==> src/rtl/spike_out_pkg.sv <==
// Shared constants for the spike event FIFO: register offsets, STATUS bit positions, scan states.
package spike_out_pkg;

  typedef enum logic {IDLE, SCAN} scan_state_t;

  localparam logic [3:0] REG_DATA   = 4'h0;
  localparam logic [3:0] REG_STATUS = 4'h4;

  localparam int STAT_CNT_LSB   = 0;
  localparam int STAT_CNT_W     = 8;
  localparam int STAT_FLUSH_BIT = 0;
  localparam int STAT_OVF_BIT   = 8;
  localparam int STAT_BUSY_BIT  = 9;
  localparam int DATA_VLD_BIT   = 31;

  function automatic int entry_w(input int ts_w, input int idx_w);
    return ts_w + idx_w;
  endfunction

endpackage

==> src/rtl/sync_fifo.sv <==
// Single-clock FIFO with flush; push is gated only by full, never by the same-cycle pop.
module sync_fifo #(
  parameter int W     = 16,
  parameter int DEPTH = 16
) (
  input  logic                     clk,
  input  logic                     rst,
  input  logic                     push,
  input  logic                     pop,
  input  logic                     flush,
  input  logic [W-1:0]             din,
  output logic [W-1:0]             dout,
  output logic [$clog2(DEPTH):0]   count,
  output logic                     full,
  output logic                     empty
);
  localparam int AW = $clog2(DEPTH);

  logic [W-1:0]  mem [DEPTH];
  logic [AW-1:0] wptr;
  logic [AW-1:0] rptr;
  logic          do_push;
  logic          do_pop;

  assign full    = (count == (AW+1)'(DEPTH));
  assign empty   = (count == '0);
  assign do_push = push & ~full & ~flush;
  assign do_pop  = pop & ~empty & ~flush;
  assign dout    = mem[rptr];

  always_ff @(posedge clk) begin
    if (!rst) begin
      wptr  <= '0;
      rptr  <= '0;
      count <= '0;
    end else if (flush) begin
      wptr  <= '0;
      rptr  <= '0;
      count <= '0;
    end else begin
      if (do_push) wptr <= wptr + 1'b1;
      if (do_pop)  rptr <= rptr + 1'b1;
      count <= count + (AW+1)'(do_push) - (AW+1)'(do_pop);
    end
  end

  always_ff @(posedge clk) begin
    if (do_push) mem[wptr] <= din;
  end

endmodule

==> src/rtl/spike_out_fifo.sv <==
// Serialises per-timestep spike bitmaps into {ts, idx} events, queued for Wishbone readout.
module spike_out_fifo
  import spike_out_pkg::*;
#(
  parameter int          NUM_NEURONS = 256,
  parameter int          TS_W        = 8,
  parameter int          DEPTH       = 16,
  parameter logic [31:0] BASE_ADDR   = 32'h3000_1000
) (
  input  logic                   clk,
  input  logic                   rst,
  input  logic                   spike_valid,
  input  logic [NUM_NEURONS-1:0] spike_vec,
  input  logic [TS_W-1:0]        spike_ts,
  output logic                   spike_ready,
  input  logic                   wbs_cyc_i,
  input  logic                   wbs_stb_i,
  input  logic                   wbs_we_i,
  input  logic [31:0]            wbs_adr_i,
  input  logic [31:0]            wbs_dat_i,
  input  logic [3:0]             wbs_sel_i,
  output logic                   wbs_ack_o,
  output logic [31:0]            wbs_dat_o
);
  localparam int IDX_W   = $clog2(NUM_NEURONS);
  localparam int ENTRY_W = entry_w(TS_W, IDX_W);
  localparam int CNT_W   = $clog2(DEPTH) + 1;

  function automatic logic [IDX_W-1:0] lowest_set(input logic [NUM_NEURONS-1:0] v);
    lowest_set = '0;
    for (int i = NUM_NEURONS - 1; i >= 0; i--) begin
      if (v[i]) lowest_set = IDX_W'(i);
    end
  endfunction

  scan_state_t            state, state_nxt;
  logic [NUM_NEURONS-1:0] vec_q, vec_nxt;
  logic [TS_W-1:0]        ts_q, ts_nxt;
  logic [IDX_W-1:0]       idx;
  logic                   push;
  logic                   overflow;
  logic                   drop;

  logic [ENTRY_W-1:0]     fifo_dout;
  logic [CNT_W-1:0]       fifo_count;
  logic                   fifo_full;
  logic                   fifo_empty;

  logic                   req;
  logic [3:0]             reg_off;
  logic                   rd_pop;
  logic                   flush;
  logic                   ovf_clr;
  logic [31:0]            rdata;

  assign idx         = lowest_set(vec_q);
  assign spike_ready = (state == IDLE);
  assign drop        = spike_valid & (state == SCAN);

  always_comb begin
    state_nxt = state;
    vec_nxt   = vec_q;
    ts_nxt    = ts_q;
    push      = 1'b0;
    case (state)
      IDLE: begin
        if (spike_valid) begin
          vec_nxt   = spike_vec;
          ts_nxt    = spike_ts;
          state_nxt = SCAN;
        end
      end
      SCAN: begin
        if (vec_q == '0) begin
          state_nxt = IDLE;
        end else if (!fifo_full) begin
          push    = 1'b1;
          // v & (v-1) clears exactly the lowest set bit, i.e. bit idx
          vec_nxt = vec_q & (vec_q - 1'b1);
        end
      end
      default: state_nxt = IDLE;
    endcase
  end

  always_ff @(posedge clk) begin
    if (!rst) begin
      state <= IDLE;
      vec_q <= '0;
      ts_q  <= '0;
    end else begin
      state <= state_nxt;
      vec_q <= vec_nxt;
      ts_q  <= ts_nxt;
    end
  end

  sync_fifo #(.W(ENTRY_W), .DEPTH(DEPTH)) u_fifo (
    .clk   (clk),
    .rst   (rst),
    .push  (push),
    .pop   (rd_pop),
    .flush (flush),
    .din   ({ts_q, idx}),
    .dout  (fifo_dout),
    .count (fifo_count),
    .full  (fifo_full),
    .empty (fifo_empty)
  );

  // A request is taken only while ack is low, which yields the every-other-cycle ack rhythm.
  assign req     = wbs_cyc_i & wbs_stb_i & ~wbs_ack_o & (wbs_adr_i[31:4] == BASE_ADDR[31:4]);
  assign reg_off = {wbs_adr_i[3:2], 2'b00};
  assign rd_pop  = req & ~wbs_we_i & (reg_off == REG_DATA);
  assign flush   = req & wbs_we_i & (reg_off == REG_STATUS) & wbs_dat_i[STAT_FLUSH_BIT];
  assign ovf_clr = req & wbs_we_i & (reg_off == REG_STATUS) & wbs_dat_i[STAT_OVF_BIT];

  always_comb begin
    rdata = '0;
    case (reg_off)
      REG_DATA: begin
        if (!fifo_empty) begin
          rdata[DATA_VLD_BIT]  = 1'b1;
          rdata[ENTRY_W-1:0]   = fifo_dout;
        end
      end
      REG_STATUS: begin
        rdata[STAT_CNT_LSB +: STAT_CNT_W] = STAT_CNT_W'(fifo_count);
        rdata[STAT_OVF_BIT]               = overflow;
        rdata[STAT_BUSY_BIT]              = (state == SCAN);
      end
      default: rdata = '0;
    endcase
  end

  always_ff @(posedge clk) begin
    if (!rst) begin
      wbs_ack_o <= 1'b0;
      wbs_dat_o <= '0;
      overflow  <= 1'b0;
    end else begin
      wbs_ack_o <= req;
      wbs_dat_o <= (req && !wbs_we_i) ? rdata : '0;
      if (drop)         overflow <= 1'b1;
      else if (ovf_clr) overflow <= 1'b0;
    end
  end

  logic unused_bits;
  assign unused_bits = ^{wbs_sel_i, wbs_dat_i[31:9], wbs_dat_i[7:1], wbs_adr_i[1:0]};

endmodule

==> config.mk <==
export PLATFORM = sky130hd
export DESIGN_NAME = spike_out_fifo
export DESIGN_NICKNAME = d
export VERILOG_FILES = /design/src/rtl/spike_out_pkg.sv /design/src/rtl/sync_fifo.sv /design/src/rtl/spike_out_fifo.sv
export SDC_FILE = /design/constraint.sdc
export NUM_CORES = 1
export LEC_CHECK = 0
export ABC_AREA = 1
export CAP_MARGIN = 20
export CORE_MARGIN = 5
export CORE_UTILIZATION = 50
export DETAILED_ROUTE_END_ITERATION = 6
export GPL_TIMING_DRIVEN = 0
export PLACE_DENSITY_LB_ADDON = 0.12
export RECOVER_POWER = 25
export SYNTH_ARGS = -nofsm -noshare
export SYNTH_HDL_FRONTEND = slang
export SYNTH_SLANG_ARGS = --single-unit
==> constraint.sdc <==
create_clock -name clk -period 13.4 [get_ports clk]
set_clock_uncertainty 0.15 [all_clocks]
set_input_delay 3.35 -clock clk [delete_from_list [all_inputs] [get_ports clk]]
set_output_delay 3.35 -clock clk [all_outputs]
set_load 0.02 [all_outputs]
==> results of run 1 <==
[critical path, delay by kind of cell, from the launching register on]
family,cells,cell delay [ps]
DFF,1,380
buffers and inverters,1,170
and+or+nand+nor,253,12330
AOI/OAI and AO/OA,1,160
[layout by cell type (no fill, tap or decap), drive strengths merged, types with 41 or more instances in the layout]
cell	n
a21oi	368
buf	62
bufinv	101
clkbuf	240
clkdlybuf4s50	319
dfxtp	301
edfxtp	256
inv	883
nand2	593
nand3	275
nor2	1097
nor3	53
o21ai	374
o22ai	50
or2	41
[per-layer routing]
metal | up-vias | part of all wire, %
li1 | 15900 | -
met1 | 15300 | 39
met2 | 1673 | 45
met3 | 369 | 10
met4 | 2 | 5.4
met5 | - | 0.015
[registers in the layout (all words and copies together) (netlist names), named ones only]
signal        flops
state             1
u_fifo.wptr       4
wbs_dat_o        17
u_fifo.mem      256
wbs_ack_o         1
overflow          1
ts_q              8
u_fifo.rptr       4
u_fifo.count      5
vec_q           256
[power by group through the flow]
stage	clock network (mW)	registers [mW]	logic (mW)
floorplan	0	1.99	1.10
global placement	0	2.02	1.62
detailed placement	0	2.02	1.63
CTS	1.76	1.99	1.65
global route	1.83	2.01	1.86
finish	1.75	1.99	1.69
[cell usage after synthesis, types with 41 or more instances]
| cell | count | area (um^2) |
|---|---|---|
| a21oi_1 | 367 | 1840 |
| bufinv_8 | 94 | 1650 |
| clkbuf_1 | 153 | 574 |
| dfxtp_1 | 301 | 6030 |
| edfxtp_1 | 256 | 7690 |
| inv_1 | 868 | 3260 |
| nand2_1 | 593 | 2230 |
| nand3_1 | 275 | 1380 |
| nor2_1 | 1097 | 4120 |
| nor3_1 | 53 | 265 |
| o21ai_0 | 346 | 1730 |
| o22ai_1 | 50 | 313 |
| or2_2 | 41 | 257 |
[cells by family (layout without fill, tap and decap cells)]
| kind of cell | after synthesis | in the layout | share of synthesized area (%) |
|---|---|---|---|
| AND/OR/NAND/NOR | 2119 | 2119 | 26.0 |
| buffers and inverters | 1172 | 1628 | 17.3 |
| AO/OA/AOI/OAI | 908 | 908 | 14.8 |
| flip-flops | 557 | 557 | 41.3 |
| adder cells (fa/ha/maj) | 12 | 12 | 0.475 |
| XOR/XNOR | 3 | 3 | 0.0792 |
| other | 1 | 17 | 0.0113 |
[metrics by stage]
| stage | power (mW) | setup slack, ps | hold WS, ps |
|---|---|---|---|
| finish | 5.44 | 29.0 | 330 |
| global route | 5.70 | -2440 | 354 |
| CTS | 5.40 | -67.9 | 330 |
| detailed placement | 3.66 | -636 | 315 |
| global placement | 3.64 | -679 | 294 |
| floorplan | 3.09 | 1770 | 286 |
[cell type report]
class / instances / area (um^2) / share of cell area, %
clock inverters: 27 / 352 / 0.878
repair buffers: 344 / 3580 / 8.94
clock buffers: 85 / 1730 / 4.32
plain buffers: 192 / 778 / 1.94
multi-input cells: 3057 / 13800 / 34.5
well taps: 864 / 1080 / 2.70
flip-flops and latches: 557 / 13700 / 34.3
inverters: 980 / 4970 / 12.4
diodes: 2 / 5.00 / 0.0125
[timing repair]
action / 4_1_cts / 5_1_grt
resized for setup: 5 / 1
cloned: 0 / 0
endpoints found under the setup margin: 16 / 16
hold endpoints to repair: 0 / 0
buffers inserted: 2 / 0
pin swaps: 1 / 5
hold buffers: 0 / 0
[worst min path at each step]
stage,end,cells past startpoint,slack [ps],start
global route,overflow$_SDFFE_PN0P_,2,350,overflow$_SDFFE_PN0P_
CTS,u_fifo.rptr[3]$_SDFFE_PP0P_,2,330,u_fifo.rptr[3]$_SDFFE_PP0P_
floorplan,register,2,290,u_fifo.rptr[3]$_SDFFE_PP0P_
finish,overflow$_SDFFE_PN0P_,2,330,overflow$_SDFFE_PN0P_
global placement,register,2,290,u_fifo.rptr[3]$_SDFFE_PP0P_
detailed placement,register,2,310,u_fifo.rptr[3]$_SDFFE_PP0P_
==> metrics.md, run 1 <==
| Metric | Value |
|---|---|
| Layout area overhead | 20.7% |
| Gpl congestion | 1.02 |
| Crit share post-route | 99.8% |
| Vias in the first global route | 31600 |
| DRC viols | 22 |
| Pwr Density | 136 nW/um^2 |
| Post-DP HPWL | 100 mm |
| Most frequent CP cell | nand2_1 |
| Layout cell share with drive strength beyond 1 | 5.84% |
| M1 GR Usage | 44.4% |
| Synth Instances | 4772 |
| Via Count | 33200 |
| Root Driver | clkbuf_16 |
| Overall Global Routing Usage | 34.1% |
| Placed Area | 37900 um^2 |
| Critical path peak fanout | 16 |
| Cell total after placement | 5991 |
| Global routing met2 resource utilization | 55.5% |
| Final Max Slew Viols | 51 |
| Die W | 268 um |
| Final Util | 60.9% |
| Internal Power | 3.51 mW |
| Initial Utilization | 50.5% |
| RSZ-0062 raised after global routing | true |
| RR Startpoint | vec_q[255]$_SDFFE_PN0P_ |
| # IOs | 372 |
| Yosys reg bits | 557 |
| Critical path required time | 13740 ps |
| Final hold vios | 0 |
| Num CTS Buffers | 60 |
| Worst-path clk slew | 60 ps |
| Fmax achieved | 74.8 MHz |
| Fin cells | 6108 |
| DR WL/cell | 20.8 um |
| FFs w/ async S/R, synth | 0% |
| Number of port buffers | 319 |
| Antenna-violating nets left | 0 |
| Die H | 268 um |
| Largest net degree at the start of global routing | 18 |
| Reg2reg setup slack | 30 ps |
| Max clock buf depth | 3 |
| Final nets | 5542 |
| First-pass GRT wire length | 186 mm |
| P_sw | 1.92 mW |
| Fillers | 6401 |
| Seq/Total Area, Yosys | 41.3% |
| Htree depth | 2 |
| Sw Share | 35.4% |
| Gr ovfl total | 0 |
| Syn_area_per_cell | 6.95 um^2 |
| Maxcap violations | 3 |
| Initial drt markers | 3507 |
| Netlist area before placement | 33200 um^2 |
| Leakage power | 18.0 nW |
| Sequential power share | 36.7% |
| Met3 Resource Use GR | 6.84% |
| CP Data Arrival Time | 13710 ps |
| Reg2reg end | u_fifo.mem[8][0]$_DFFE_PP_ |
| R2R depth | 255 |
| Max VDD drop | 0.0949 mV |
| FP Rows | 94 |
| Delay of the slowest critical-path stage | 380 ps |
| Initial antenna violation count | 6 |
| CP max stage cell | dfxtp_4 |
| Library cells used by synthesis | 45 |
| Die area | 71600 um^2 |
| Main synth FF type | dfxtp_1 |
| Outcome | finished, violations left |
| Clk pwr share | 32.3% |
| Comb pwr share | 31.1% |
| Type of the worst setup path | reg2reg |
| # setup viols final | 0 |
| Number of enable flip-flop cells after synthesis | 256 |
| Grt peak-use layer | met2 |
| Worst setup EP type | register |
| Critical Path Source Type | register |
| Failing checks | design-rule violations, max-capacitance violations, max-slew violations |
| Skew-Pair Late Insertion Delay | 660 ps |
| First-pass DRT Iterations | 7 |
| Origin of the worst setup path | vec_q[255]$_SDFFE_PN0P_ |
| Worst Tran Pin Value | 1870 ps |
| Cell area after layout | 40000 um^2 |
| Crit path to | u_fifo.mem[8][0]$_DFFE_PP_ |
| Tmin final | 13370 ps |
| Setup TNS Final | 0 ps |
| WL final | 127 mm |
| CTS sink cnt | 557 |
| Hold WC Path Type | reg2reg |
| Worst slew margin | -24.9% |
| Vias per cell | 5.44 |
| CTS tree | done |
| Core area | 65700 um^2 |
| Syn. warnings | 0 |
Power figures use the tool's default switching activity.
==> run 2: changes to the inputs <==
HOLD_SLACK_MARGIN = 0.02   (was not set)
==> results of run 2 <==
No change in the layout: final DEF, timing and power equal those of run 1.
